<file path="src/rtl/pipe_reg_chain.sv">
// ---------------------------------------------------------------------------
// pipe_reg_chain
//
// Parametrised WIDTH x DEPTH pipeline register with a valid bit per stage,
// stall (EN), synchronous flush (CLR) and a registered occupancy count.
// Used to align systolic-array operands and results (row/column skew delays,
// accumulator output staging).
//
// Ports:
//   C     in   1      clock, all state updates on the rising edge
//   Rn    in   1      asynchronous active-low reset
//   EN    in   1      advance enable; 0 = every stage holds
//   CLR   in   1      synchronous flush of valid bits, data and count
//   VIN   in   1      input valid
//   D     in   WIDTH  input data (captured on every EN edge, even if VIN=0)
//   VOUT  out  1      valid bit of the last stage
//   Q     out  WIDTH  data of the last stage (meaningful only when VOUT=1)
//   OCC   out  OCW    number of stages currently holding valid=1
//
// Edge priority: Rn low, then CLR, then EN, then hold. Q/VOUT/OCC come
// straight from flops; there is no combinational path from D/VIN to outputs.
// ---------------------------------------------------------------------------

// ---------------------------------------------------------------------------
// pipe_reg_dffr
//
// Edge-triggered flip-flop cell with an active-low asynchronous clear.
// Ports: clk (clock), rst_n (async clear, active low), d (next value),
//        q (registered value).
// ---------------------------------------------------------------------------
module pipe_reg_dffr #(
    parameter int W = 1
) (
    input  logic         clk,
    input  logic         rst_n,
    input  logic [W-1:0] d,
    output logic [W-1:0] q
);

    // Storage element: clears immediately on rst_n low, else follows d.
    always_ff @(posedge clk or negedge rst_n) begin
        if (!rst_n) begin
            q <= {W{1'b0}};
        end else begin
            q <= d;
        end
    end

endmodule

module pipe_reg_chain #(
    parameter int WIDTH = 34,
    parameter int DEPTH = 4,
    parameter int OCW   = $clog2(DEPTH + 1)
) (
    input  logic             C,
    input  logic             Rn,
    input  logic             EN,
    input  logic             CLR,
    input  logic             VIN,
    input  logic [WIDTH-1:0] D,
    output logic             VOUT,
    output logic [WIDTH-1:0] Q,
    output logic [OCW-1:0]   OCC
);

    // Stage state: index 0 is the entry stage, DEPTH-1 drives the outputs.
    logic [DEPTH-1:0][WIDTH-1:0] data_d;
    logic [DEPTH-1:0][WIDTH-1:0] data_q;
    logic [DEPTH-1:0]            valid_d;
    logic [DEPTH-1:0]            valid_q;
    logic [OCW-1:0]              occ_d;
    logic [OCW-1:0]              occ_q;

    // Occupancy update for one advance: +1 when a valid word enters, -1 when
    // a valid word leaves the last stage, unchanged when both or neither.
    // The count is bounded by construction: it tracks the valid bits exactly,
    // so it can never exceed DEPTH or drop below zero.
    function automatic logic [OCW-1:0] occ_next(
        input logic [OCW-1:0] occ_cur,
        input logic           enter,
        input logic           leave
    );
        logic [OCW-1:0] occ_res;
        case ({enter, leave})
            2'b10:   occ_res = occ_cur + OCW'(1);
            2'b01:   occ_res = occ_cur - OCW'(1);
            default: occ_res = occ_cur;
        endcase
        return occ_res;
    endfunction

    // Next-state mux: flush, advance, or hold (the hold path replaces any
    // clock gating, so every flop is clocked every cycle).
    always_comb begin
        data_d  = data_q;
        valid_d = valid_q;
        occ_d   = occ_q;
        if (CLR) begin
            // Flush wins over EN; the word on VIN/D this cycle is dropped.
            data_d  = {(DEPTH * WIDTH){1'b0}};
            valid_d = {DEPTH{1'b0}};
            occ_d   = {OCW{1'b0}};
        end else if (EN) begin
            // Raw data shifts with its valid bit; bubbles keep their slot.
            data_d[0]  = D;
            valid_d[0] = VIN;
            for (int i = 1; i < DEPTH; i++) begin
                data_d[i]  = data_q[i-1];
                valid_d[i] = valid_q[i-1];
            end
            occ_d = occ_next(occ_q, VIN, valid_q[DEPTH-1]);
        end else begin
            // Stall: inputs are ignored and nothing is buffered.
            data_d  = data_q;
            valid_d = valid_q;
            occ_d   = occ_q;
        end
    end

    // One data cell and one valid cell per stage.
    for (genvar g = 0; g < DEPTH; g++) begin : g_stage
        pipe_reg_dffr #(.W(WIDTH)) u_data (
            .clk   (C),
            .rst_n (Rn),
            .d     (data_d[g]),
            .q     (data_q[g])
        );

        pipe_reg_dffr #(.W(1)) u_valid (
            .clk   (C),
            .rst_n (Rn),
            .d     (valid_d[g]),
            .q     (valid_q[g])
        );
    end

    // Occupancy counter register.
    pipe_reg_dffr #(.W(OCW)) u_occ (
        .clk   (C),
        .rst_n (Rn),
        .d     (occ_d),
        .q     (occ_q)
    );

    assign Q    = data_q[DEPTH-1];
    assign VOUT = valid_q[DEPTH-1];
    assign OCC  = occ_q;

endmodule

</file>
<file path="config.mk">
export PLATFORM = sky130hd
export DESIGN_NAME = pipe_reg_chain
export DESIGN_NICKNAME = d
export VERILOG_FILES = /design/src/rtl/pipe_reg_chain.sv
export SDC_FILE = /design/constraint.sdc
export NUM_CORES = 1
export LEC_CHECK = 0
export ABC_AREA = 0
export BUFFER_PORTS_ARGS = -buffer_cell sky130_fd_sc_hd__clkbuf_2
export CORE_MARGIN = 3
export CORE_UTILIZATION = 50
export DETAILED_ROUTE_END_ITERATION = 16
export GPL_ROUTABILITY_DRIVEN = 0
export PLACE_DENSITY = 0.72
export SYNTH_ARGS = -nofsm -noshare
export SYNTH_HDL_FRONTEND = slang
export SYNTH_SLANG_ARGS = --single-unit
</file>
<file path="constraint.sdc">
create_clock -name C -period 5.6 [get_ports C]
set_input_delay 1.4 -clock C [delete_from_list [all_inputs] [get_ports C]]
set_output_delay 1.4 -clock C [all_outputs]
set_load 0.005 [all_outputs]
</file>
==> summary.txt, run 1 <==
Min Tclk post-route: 2840 ps
Buf/Inv on CP: 2
Synthesized area per cell: 11.9 um2
Max_cap viols: 0
Layout cells sized above 1: 19.6%
Max VDD drop: 0.219 mV
Seq pwr share: 47.2%
Vias in the first global route: 3415
Slew @ Worst Pin: 928 ps
Slew Viols, Final: 0
Die Ht: 116 um
Clock root cell: clkbuf_16
Switching Share: 21.4%
Site Rows: 39
Area after DPL: 6230 um2
DR WL/cell: 13.8 um
Final HPWL DP: 5730 um
Worst Skew: 4.01 ps
Fill cell count: 957
Area of the core: 11600 um2
IO Count: 77
Clock transition at the registers of the reported paths: 60 ps
Fmax: 0.352 GHz
# resized after CTS: 0
Starting density of the core: 52.0%
Largest net degree at the start of global routing: 108
FF-to-FF setup slack: 3680 ps
Routed wire length: 9580 um
Syn Nets: 546
Warnings from Yosys: 0
Cell family with most CP delay: buffers and inverters
Crit path launch type: primary input
Seq cells post-synth: 143
Status: finished, final reports clean
Reg2reg start: g_stage[3].u_valid.q$_DFFE_PN0P_
RSZ-0062 raised after global routing: no
Comb pwr share: 6.1%
N_diodes: 0
Via count: 3473
DIE AREA: 13400 um2
Total track usage: 16.2%
Skew-Pair Late Insertion Delay: 410 ps
Synth unique cells: 17
WP data required: 5870 ps
Commonest non-fill, non-tap cell in the layout: dfrtp_1
Clock Power Share: 46.7%
CP Cell Sequence: buf_6 -> buf_4 -> mux2i_1 -> nor2_1
Worst hold start: g_stage[3].u_data.q[3]$_DFFE_PN0P_
Post-Syn Instances: 506
Final Net Count: 579
Setup Buffers After CTS: 0
Hold buffers post-CTS: 0
Antenna violations before repair: 0
Finish-stage setup viols: 0
CP peak stage delay: 640 ps
CTS Sinks: 143
Post-Layout Inst Area: 6800 um2
IO Port Bufs: 76
Post-Syn Area: 6030 um2
Critical Path Fanout Max: 79
Class of the worst hold path: flip-flop to flip-flop
Psw: 488 uW
GR Overflow Total: 0
Power Total: 2.29 mW
Final Hold Viols: 0
Final worst-path cycle share: 50.8%
Setup TNS: 0 ps
P&R area growth vs syn: 12.7%
Slowest stage cell, crit path: buf_4
Pre-antenna DRT Iters: 4
Setup CP Type: primary input to flip-flop
Crit. End Element: flip-flop
H-tree Lvls: 4
Internal: 1.80 mW
Seq/Total Area, Yosys: 59.3%
Num CTS Buffers: 17
Initial detailed-routing violation count: 261
CP arrival: 3120 ps
WHS: 514 ps
CTS tree: yes
Vias per cell: 5.00
DRC: 0
First-pass GRT wire length: 16800 um
Critical Path Source: EN
Horiz. Die Dim: 116 um
Most frequent cells in the layout: dfrtp_1, nor2_1, mux2i_1
Clock Path Buffers: 2
Pwr/cell area: 336 nW/um2
Worst slew margin: 38.1%
ANT nets after route: 0
Lkg Pwr: 3.68 nW
## worst register-to-register path, delay by kind of cell (launching register included)
kind	cells	cell delay, ps
mux	1	330
flops	1	420
simple gates	2	550
xor+xnor	1	140
compound gates	1	170
fa+ha+maj	1	190
## Yosys cell counts
library cell / count / area (um2)
o21ai_0: 2 / 10.0
buf_4: 40 / 300
xnor2_1: 2 / 17.5
or4b_1: 1 / 10.0
clkbuf_1: 15 / 56.3
nand2b_1: 1 / 6.26
nand3b_1: 2 / 15.0
buf_2: 11 / 55.1
mux2_1: 1 / 11.3
a21oi_1: 3 / 15.0
or3_1: 1 / 6.26
nor2b_1: 1 / 6.26
mux2i_1: 140 / 1400
dfrtp_1: 143 / 3580
inv_1: 1 / 3.75
ha_1: 1 / 12.5
nor2_1: 141 / 529
## flip-flops by register name, summed over array words and instances, names as in the netlist
| signal | flops |
|---|---|
| g_stage.u_valid.q | 4 |
| u_occ.q | 3 |
| g_stage.u_data.q | 136 |
## kinds of logic (layout without fill, tap and decap cells)
family / count (synthesis) / after routing / share of synthesized area, %
buffers and inverters: 67 / 112 / 6.88
adders and majority gates: 1 / 1 / 0.207
AOI/OAI and AO/OA: 5 / 5 / 0.415
xor gates and xnor gates: 2 / 2 / 0.290
muxes: 141 / 141 / 23.4
DFF: 143 / 143 / 59.3
and+or+nand+nor: 147 / 147 / 9.50
## power by group through the flow
stage	combinational (mW)	sequential, mW	clock, mW
6_report	0.140	1.08	1.07
5_1_grt	0.159	1.08	1.15
4_1_cts	0.144	1.08	1.10
3_5_place_dp	0.143	1.10	0
3_3_place_gp	0.140	1.10	0
2_1_floorplan	0.0977	1.09	0
## through the flow
step	worst slack (ps)	instances	utilization, %
after floorplan	2710	506	-
after global placement	2420	663	53.6
after detailed placement	2380	663	53.6
after CTS	2810	694	58.5
after global routing	2690	694	58.5
final	2760	694	58.5
## routing by layer
layer	track usage (%)	vias up	wire, um
met5	0	-	0
met4	6.26	0	140
met2	22.8	72	4150
met1	21.7	1687	4680
li1	-	1703	-
met3	7.68	11	611
## layout make-up
type	instances	area, um2	share of cell area [%]
timing repair buffer	80	425	6.26
inverter	1	3.75	0.0552
tap	143	179	2.63
clock inverter	5	52.6	0.773
sequential	143	3580	52.6
multi-input combinational	296	2040	30.0
clock buffer	26	519	7.64
## final timing paths
path	endpoint	cells after the start
max	g_stage[1].u_data.q[8]$_DFFE_PN0P_	4
min	g_stage[3].u_data.q[3]$_DFFE_PN0P_	2
max reg2reg	u_occ.q[2]$_DFFE_PN0P_	6
min reg2reg	g_stage[3].u_data.q[3]$_DFFE_PN0P_	2
max in group asynchronous	g_stage[3].u_data.q[20]$_DFFE_PN0P_	2
min in group asynchronous	g_stage[3].u_data.q[2]$_DFFE_PN0P_	1
Power figures use the tool's default switching activity.
==> run 2, diff against run 1 <==
--- a/config.mk
+++ b/config.mk
@@ -5,13 +5,13 @@
 export SDC_FILE = /design/constraint.sdc
 export NUM_CORES = 1
 export LEC_CHECK = 0
-export ABC_AREA = 0
+export ABC_AREA = 1
 export BUFFER_PORTS_ARGS = -buffer_cell sky130_fd_sc_hd__clkbuf_2
 export CORE_MARGIN = 3
 export CORE_UTILIZATION = 50
 export DETAILED_ROUTE_END_ITERATION = 16
 export GPL_ROUTABILITY_DRIVEN = 0
-export PLACE_DENSITY = 0.72
+export PLACE_DENSITY = 0.73
 export SYNTH_ARGS = -nofsm -noshare
 export SYNTH_HDL_FRONTEND = slang
 export SYNTH_SLANG_ARGS = --single-unit
==> constraint.sdc (replaced) <==
create_clock -name C -period 2.7 [get_ports C]
set_input_delay 0.675 -clock C [delete_from_list [all_inputs] [get_ports C]]
set_output_delay 0.675 -clock C [all_outputs]
set_load 0.005 [all_outputs]
==> summary.txt, run 2 <==
Area after DPL: 6060 um2 (was 6230 um2)
Dominant synthesized flop cell: dfrtp_1 (unchanged)
FF-to-FF setup slack: 1370 ps (was 3680 ps)
H-tree Lvls: 4 (unchanged)
ANT nets after route: 0 (unchanged)
Buf/Inv on CP: 2 (unchanged)
Worst Skew: 7.50 ps (was 4.01 ps)
Skew-Pair Late Insertion Delay: 410 ps (about the same)
Seq cells post-synth: 143 (unchanged)
Final Net Count: 702 (was 579)
CP peak stage delay: 580 ps (was 640 ps)
Finish-stage setup viols: 0 (unchanged)
Min Tclk post-route: 1780 ps
Site Rows: 38 (was 39)
Commonest non-fill, non-tap cell in the layout: nand2_1 (was dfrtp_1)
WHS: 286 ps (was 514 ps)
Final Hold Viols: 0 (unchanged)
Top cells by area, synth: dfrtp_1, nand2_1, nand3_1, buf_4, o21ai_0 (was dfrtp_1, mux2i_1, nor2_1, buf_4, clkbuf_1)
RSZ-0062 raised after global routing: no (unchanged)
IO Port Bufs: 76 (unchanged)
Pwr/cell area: 721 nW/um2 (was 336 nW/um2)
# resized after CTS: 0 (unchanged)
DR WL/cell: 14.4 um (was 13.8 um)
Crit Reg-Reg Endpoint: u_occ.q[2]$_DFFE_PN0P_ (unchanged)
Post-Syn Area: 5880 um2 (was 6030 um2)
Vias per cell: 5.29 (was 5.00)
CP Cell Sequence: buf_4 -> buf_4 -> nand3_1 -> o21ai_0 (was buf_6 -> buf_4 -> mux2i_1 -> nor2_1)
Starting density of the core: 52.6% (was 52.0%)
Synthesized area per cell: 9.25 um2 (was 11.9 um2)
Synth area leader: dfrtp_1 (unchanged)
Share of the synthesized area in the top cell type: 60.8% (was 59.3%)
Setup Buffers After CTS: 0 (unchanged)
Crit. End Element: flip-flop (unchanged)
WP data required: 3010 ps (was 5870 ps)
Seq/Total Area, Yosys: 60.8% (was 59.3%)
Vias in the first global route: 4269 (was 3415)
Routed wire length: 11700 um (was 9580 um)
Final HPWL DP: 6930 um (was 5730 um)
Critical Path Fanout Max: 72 (was 79)
Lkg Pwr: 3.45 nW (was 3.68 nW)
Max VDD drop: 0.383 mV (was 0.219 mV)
Post-Layout Inst Area: 6650 um2 (was 6800 um2)
IO Count: 77 (unchanged)
Via count: 4308 (was 3473)
Slew Viols, Final: 0 (unchanged)
Warnings from Yosys: 0 (unchanged)
Final Worst Setup Slack: 919 ps (was 2760 ps)
Setup TNS: 0 ps (unchanged)
Worst slew margin: 54.2% (was 38.1%)
Count leader, synth: nand2_1 (was dfrtp_1)
Num CTS Buffers: 17 (unchanged)
CTS Sinks: 143 (unchanged)
Status: finished, final reports clean (unchanged)
Post-layout util: 59.5% (was 58.5%)
Largest net degree at the start of global routing: 122 (was 108)
Class of the worst hold path: primary input to async pin (was flip-flop to flip-flop)
Slew @ Worst Pin: 688 ps (was 928 ps)
Clock root cell: clkbuf_16 (unchanged)
FF-to-FF path depth: 11 (was 6)
Final worst-path cycle share: 66.0%
Horiz. Die Dim: 114 um (was 116 um)
Synth cell count leaders: nand2_1, dfrtp_1, nand3_1 (was dfrtp_1, nor2_1, mux2i_1)
N_diodes: 0 (unchanged)
Post-Syn Instances: 636 (was 506)
Antenna violations before repair: 0 (unchanged)
Most numerous cell on the critical path: buf_4
Layout cells sized above 1: 17.2% (was 19.6%)
Total track usage: 19.6% (was 16.2%)
CP arrival: 2090 ps (was 3120 ps)
P&R area growth vs syn: 13.0% (was 12.7%)
Die Ht: 114 um (was 116 um)
First-pass GRT wire length: 20300 um (was 16800 um)
Synth unique cells: 16 (was 17)
GR Overflow Total: 0 (unchanged)
Setup CP Type: primary input to flip-flop (unchanged)
Regs by FF count: g_stage.u_data.q: 136 flops, g_stage.u_valid.q: 4 flops, u_occ.q: 3 flops (unchanged)
Number of flops mapped to enable cells by yosys: 0 (unchanged)
Slowest stage cell, crit path: buf_4 (unchanged)
Area of the core: 11200 um2 (was 11600 um2)
Reg2reg start: g_stage[3].u_valid.q$_DFFE_PN0P_ (unchanged)
Max reg flops: 136 (unchanged)
Fmax: 0.562 GHz
Syn Nets: 676 (was 546)
Asr flop ratio synth: 100% (unchanged)
Clock transition at the registers of the reported paths: 60 ps (about the same)
Pre-antenna DRT Iters: 5 (was 4)
Initial detailed-routing violation count: 442 (was 261)
DRC: 0 (unchanged)
DIE AREA: 13100 um2 (was 13400 um2)
Clock Path Buffers: 2 (unchanged)
Hold buffers post-CTS: 0 (unchanged)
Crit path launch type: primary input (unchanged)
Most frequent cells in the layout: nand2_1, dfrtp_1, nand3_1 (was dfrtp_1, nor2_1, mux2i_1)
Pre-CTS setup slack: 560 ps (was 2380 ps)
CTS tree: yes (unchanged)
Largest Register: g_stage.u_data.q (unchanged)
Cell family with most CP delay: buffers and inverters (unchanged)
Max_cap viols: 0 (unchanged)
run 2: worst register-to-register path, stage by stage, from the launching register on:
cell and delay, ps:
dfrtp_1 430, nand2_1 140, nand2_1 70, nand2_1 60, inv_1 40, ha_1 160
inv_1 50, nand2_1 70, inv_1 60, nand2_1 40, nand3_1 60, nand2_1 50
run 2: cell type report:
class / instances / area, um2
Clock buffer: 20 / 447
Clock inverter: 12 / 143
Fill cell: 911 / 4530
Inverter: 30 / 114
Multi-Input combinational cell: 388 / 1710
Sequential cell: 143 / 3580
Tap cell: 140 / 175
Timing Repair Buffer: 82 / 484
run 2: cell families (layout without fill, tap and decap cells):
kind of cell,after synthesis,count (layout),synth area share (%)
compound gates,75,75,6.45
fa+ha+maj,1,1,0.213
buf+inv,105,144,10.2
simple gates,312,312,22.3
flops,143,143,60.8
run 2: stage by stage:
| step | std cells | power [mW] |
|---|---|---|
| 2_1_floorplan | 636 | 2.42 |
| 3_3_place_gp | 783 | 2.51 |
| 3_5_place_dp | 783 | 2.53 |
| 4_1_cts | 815 | 4.84 |
| 5_1_grt | 815 | 4.98 |
| 6_report | 815 | 4.79 |
run 2: worst max path at each step:
stage,from,end,slack (ps),cells after the start
global placement,EN,g_stage[2].u_data.q[15]$_DFFE_PN0P_,590,4
detailed placement,EN,g_stage[2].u_data.q[6]$_DFFE_PN0P_,560,4
global route,EN,g_stage[0].u_data.q[33]$_DFFE_PN0P_,790,4
CTS,EN,g_stage[2].u_data.q[13]$_DFFE_PN0P_,960,4
floorplan,VIN,u_occ.q[2]$_DFFE_PN0P_,1210,11
finish,EN,g_stage[2].u_data.q[13]$_DFFE_PN0P_,920,4
run 2: metal layers:
layer  global-route usage [%]  share of wire (%)  vias up
met3                     6.82                6.8       16
met5                        0                  0        -
met2                     29.0                 47      130
met4                     5.70                1.3        0
li1                         -                  -     2076
met1                     27.6                 45     2086
run 2: power breakdown:
group	internal, mW	switching [mW]
registers	2.20	0.0295
clock network	1.46	0.839
logic	0.0728	0.180
==> run 3, diff against run 2 <==
--- a/config.mk
+++ b/config.mk
@@ -11,7 +11,7 @@
 export CORE_UTILIZATION = 50
 export DETAILED_ROUTE_END_ITERATION = 16
 export GPL_ROUTABILITY_DRIVEN = 0
-export PLACE_DENSITY = 0.73
+export PLACE_DENSITY = 0.75
 export SYNTH_ARGS = -nofsm -noshare
 export SYNTH_HDL_FRONTEND = slang
 export SYNTH_SLANG_ARGS = --single-unit
==> constraint.sdc (replaced) <==
create_clock -name C -period 1.59 [get_ports C]
set_input_delay 0.3975 -clock C [delete_from_list [all_inputs] [get_ports C]]
set_output_delay 0.3975 -clock C [all_outputs]
set_load 0.005 [all_outputs]
==> summary.txt, run 3 (synthesized netlist as in run 2, its figures left out) <==
Routed wire length: 12100 um (was 11700 um)
H-tree Lvls: 4 (unchanged)
Starting density of the core: 52.6% (unchanged)
CP Cell Sequence: clkbuf_2 (was buf_4 -> buf_4 -> nand3_1 -> o21ai_0)
Final Net Count: 712 (was 702)
Hold-critical path depth: 3
Commonest non-fill, non-tap cell in the layout: nand2_1 (unchanged)
Final Hold Viols: 0 (unchanged)
Total track usage: 19.8% (was 19.6%)
WP data required: 1190 ps (was 3010 ps)
Psw: 1.80 mW (was 1.05 mW)
Clock Path Buffers: 2 (unchanged)
Finish-stage setup viols: 0 (unchanged)
Max_cap viols: 0 (unchanged)
Setup TNS: 0 ps (unchanged)
DR WL/cell: 14.7 um (was 14.4 um)
Cell family with most CP delay: flip-flops (was buffers and inverters)
Critical Path Fanout Max: 4 (was 72)
CP arrival: 970 ps (was 2090 ps)
Via count: 4322 (was 4308)
Status: finished, final reports clean (unchanged)
CTS Sinks: 143 (unchanged)
DRC: 0 (unchanged)
Clock transition at the registers of the reported paths: 60 ps (about the same)
Die Ht: 114 um (unchanged)
Switching Share: 21.8% (was 21.9%)
Slowest stage cell, crit path: dfrtp_1 (was buf_4)
Setup CP Type: flip-flop to primary output (was primary input to flip-flop)
Initial detailed-routing violation count: 326 (was 442)
Crit. End Element: primary output (was flip-flop)
Lkg Pwr: 3.53 nW (was 3.45 nW)
IO Port Bufs: 76 (unchanged)
Class of the worst hold path: primary input to flip-flop (was primary input to async pin)
Clock root cell: clkbuf_16 (unchanged)
Final HPWL DP: 7690 um (was 6930 um)
Largest net degree at the start of global routing: 61 (was 122)
Num CTS Buffers: 17 (unchanged)
Internal: 6.46 mW (was 3.74 mW)
DIE AREA: 13100 um2 (unchanged)
RSZ-0062 raised after global routing: no (unchanged)
# resized after CTS: 0 (unchanged)
N_diodes: 0 (unchanged)
Layout cells sized above 1: 18.4% (was 17.2%)
Pwr/cell area: 1220 nW/um2 (was 721 nW/um2)
Power Total: 8.26 mW (was 4.79 mW)
Worst Skew: 6.07 ps (was 7.50 ps)
Skew-Pair Late Insertion Delay: 410 ps (about the same)
Most frequent cells in the layout: nand2_1, dfrtp_1, nand3_1 (unchanged)
Slew @ Worst Pin: 482 ps (was 688 ps)
P&R area growth vs syn: 15.4% (was 13.0%)
Final worst-path cycle share: 85.8%
GR Overflow Total: 0 (unchanged)
Site Rows: 38 (unchanged)
Fmax: 0.733 GHz
Vias in the first global route: 4266 (was 4269)
Max reg flops: 136 (unchanged)
Levels on crit path: 1 (was 4)
Setup Buffers After CTS: 0 (unchanged)
Crit path launch type: flip-flop (was primary input)
Hold buffers post-CTS: 1 (was 0)
FF-to-FF path depth: 11 (unchanged)
Max VDD drop: 0.598 mV (was 0.383 mV)
Regs by FF count: g_stage.u_data.q: 136 flops, g_stage.u_valid.q: 4 flops, u_occ.q: 3 flops (unchanged)
Area of the core: 11200 um2 (unchanged)
Comb pwr share: 5.7% (was 5.3%)
First-pass GRT wire length: 20800 um (was 20300 um)
Seq pwr share: 45.9% (was 46.6%)
IO Count: 77 (unchanged)
Clock Power Share: 48.4% (was 48.1%)
Worst slew margin: 67.8% (was 54.2%)
CP peak stage delay: 420 ps (was 580 ps)
Antenna violations before repair: 0 (unchanged)
Vias per cell: 5.25 (was 5.29)
Buf/Inv on CP: 1 (was 2)
Slew Viols, Final: 0 (unchanged)
ANT nets after route: 0 (unchanged)
Min Tclk post-route: 1360 ps
Largest Register: g_stage.u_data.q (unchanged)
Pre-antenna DRT Iters: 6 (was 5)
Horiz. Die Dim: 114 um (unchanged)
CTS tree: yes (unchanged)
==> run 3: layout make-up <==
type,count,area (um2)
Timing Repair Buffer,92,612
Tap cell,140,175
Sequential cell,143,3580
Multi-Input combinational cell,388,1710
Clock buffer,20,467
Clock inverter,11,139
Fill cell,915,4380
Inverter,30,114
==> run 3: final timing paths <==
kind | startpoint | endpoint | slack, ps
hold / removal | D[28] | g_stage[0].u_data.q[28]$_DFFE_PN0P_ | 220
hold reg to reg | g_stage[0].u_data.q[27]$_DFFE_PN0P_ | g_stage[0].u_data.q[27]$_DFFE_PN0P_ | 480
max in group asynchronous | Rn | g_stage[2].u_data.q[23]$_DFFE_PN0P_ | 570
setup / recovery | u_occ.q[2]$_DFFE_PN0P_ | OCC[2] | 230
setup reg to reg | g_stage[3].u_valid.q$_DFFE_PN0P_ | u_occ.q[2]$_DFFE_PN0P_ | 250
min in group asynchronous | Rn | g_stage[2].u_data.q[13]$_DFFE_PN0P_ | 490
==> run 3: power groups by stage <==
stage	registers (mW)	logic (mW)	clock network, mW
after floorplan	3.84	0.261	0
after global placement	3.85	0.453	0
after detailed placement	3.86	0.470	0
after CTS	3.79	0.475	4.04
after global routing	3.80	0.530	4.23
final	3.79	0.467	4.00
==> run 3: metrics by stage <==
| stage | hold WS [ps] | cells | worst slack, ps | instance area (um2) | util (%) |
|---|---|---|---|---|---|
| floorplan | 102 | 636 | 381 | 5880 | - |
| global placement | 363 | 792 | 213 | 6170 | 55.3 |
| detailed placement | 367 | 792 | 133 | 6170 | 55.3 |
| CTS | 204 | 824 | 215 | 6790 | 60.8 |
| global route | 215 | 824 | 136 | 6790 | 60.8 |
| finish | 217 | 824 | 225 | 6790 | 60.8 |
==> run 3: per-layer routing <==
layer / vias to the layer above / part of all wire (%) / global-route usage, %
met1: 2098 / 47 / 28.4
li1: 2100 / - / -
met5: - / 0 / 0
met3: 8 / 5.2 / 5.55
met4: 0 / 0.71 / 5.23
met2: 116 / 47 / 30.0
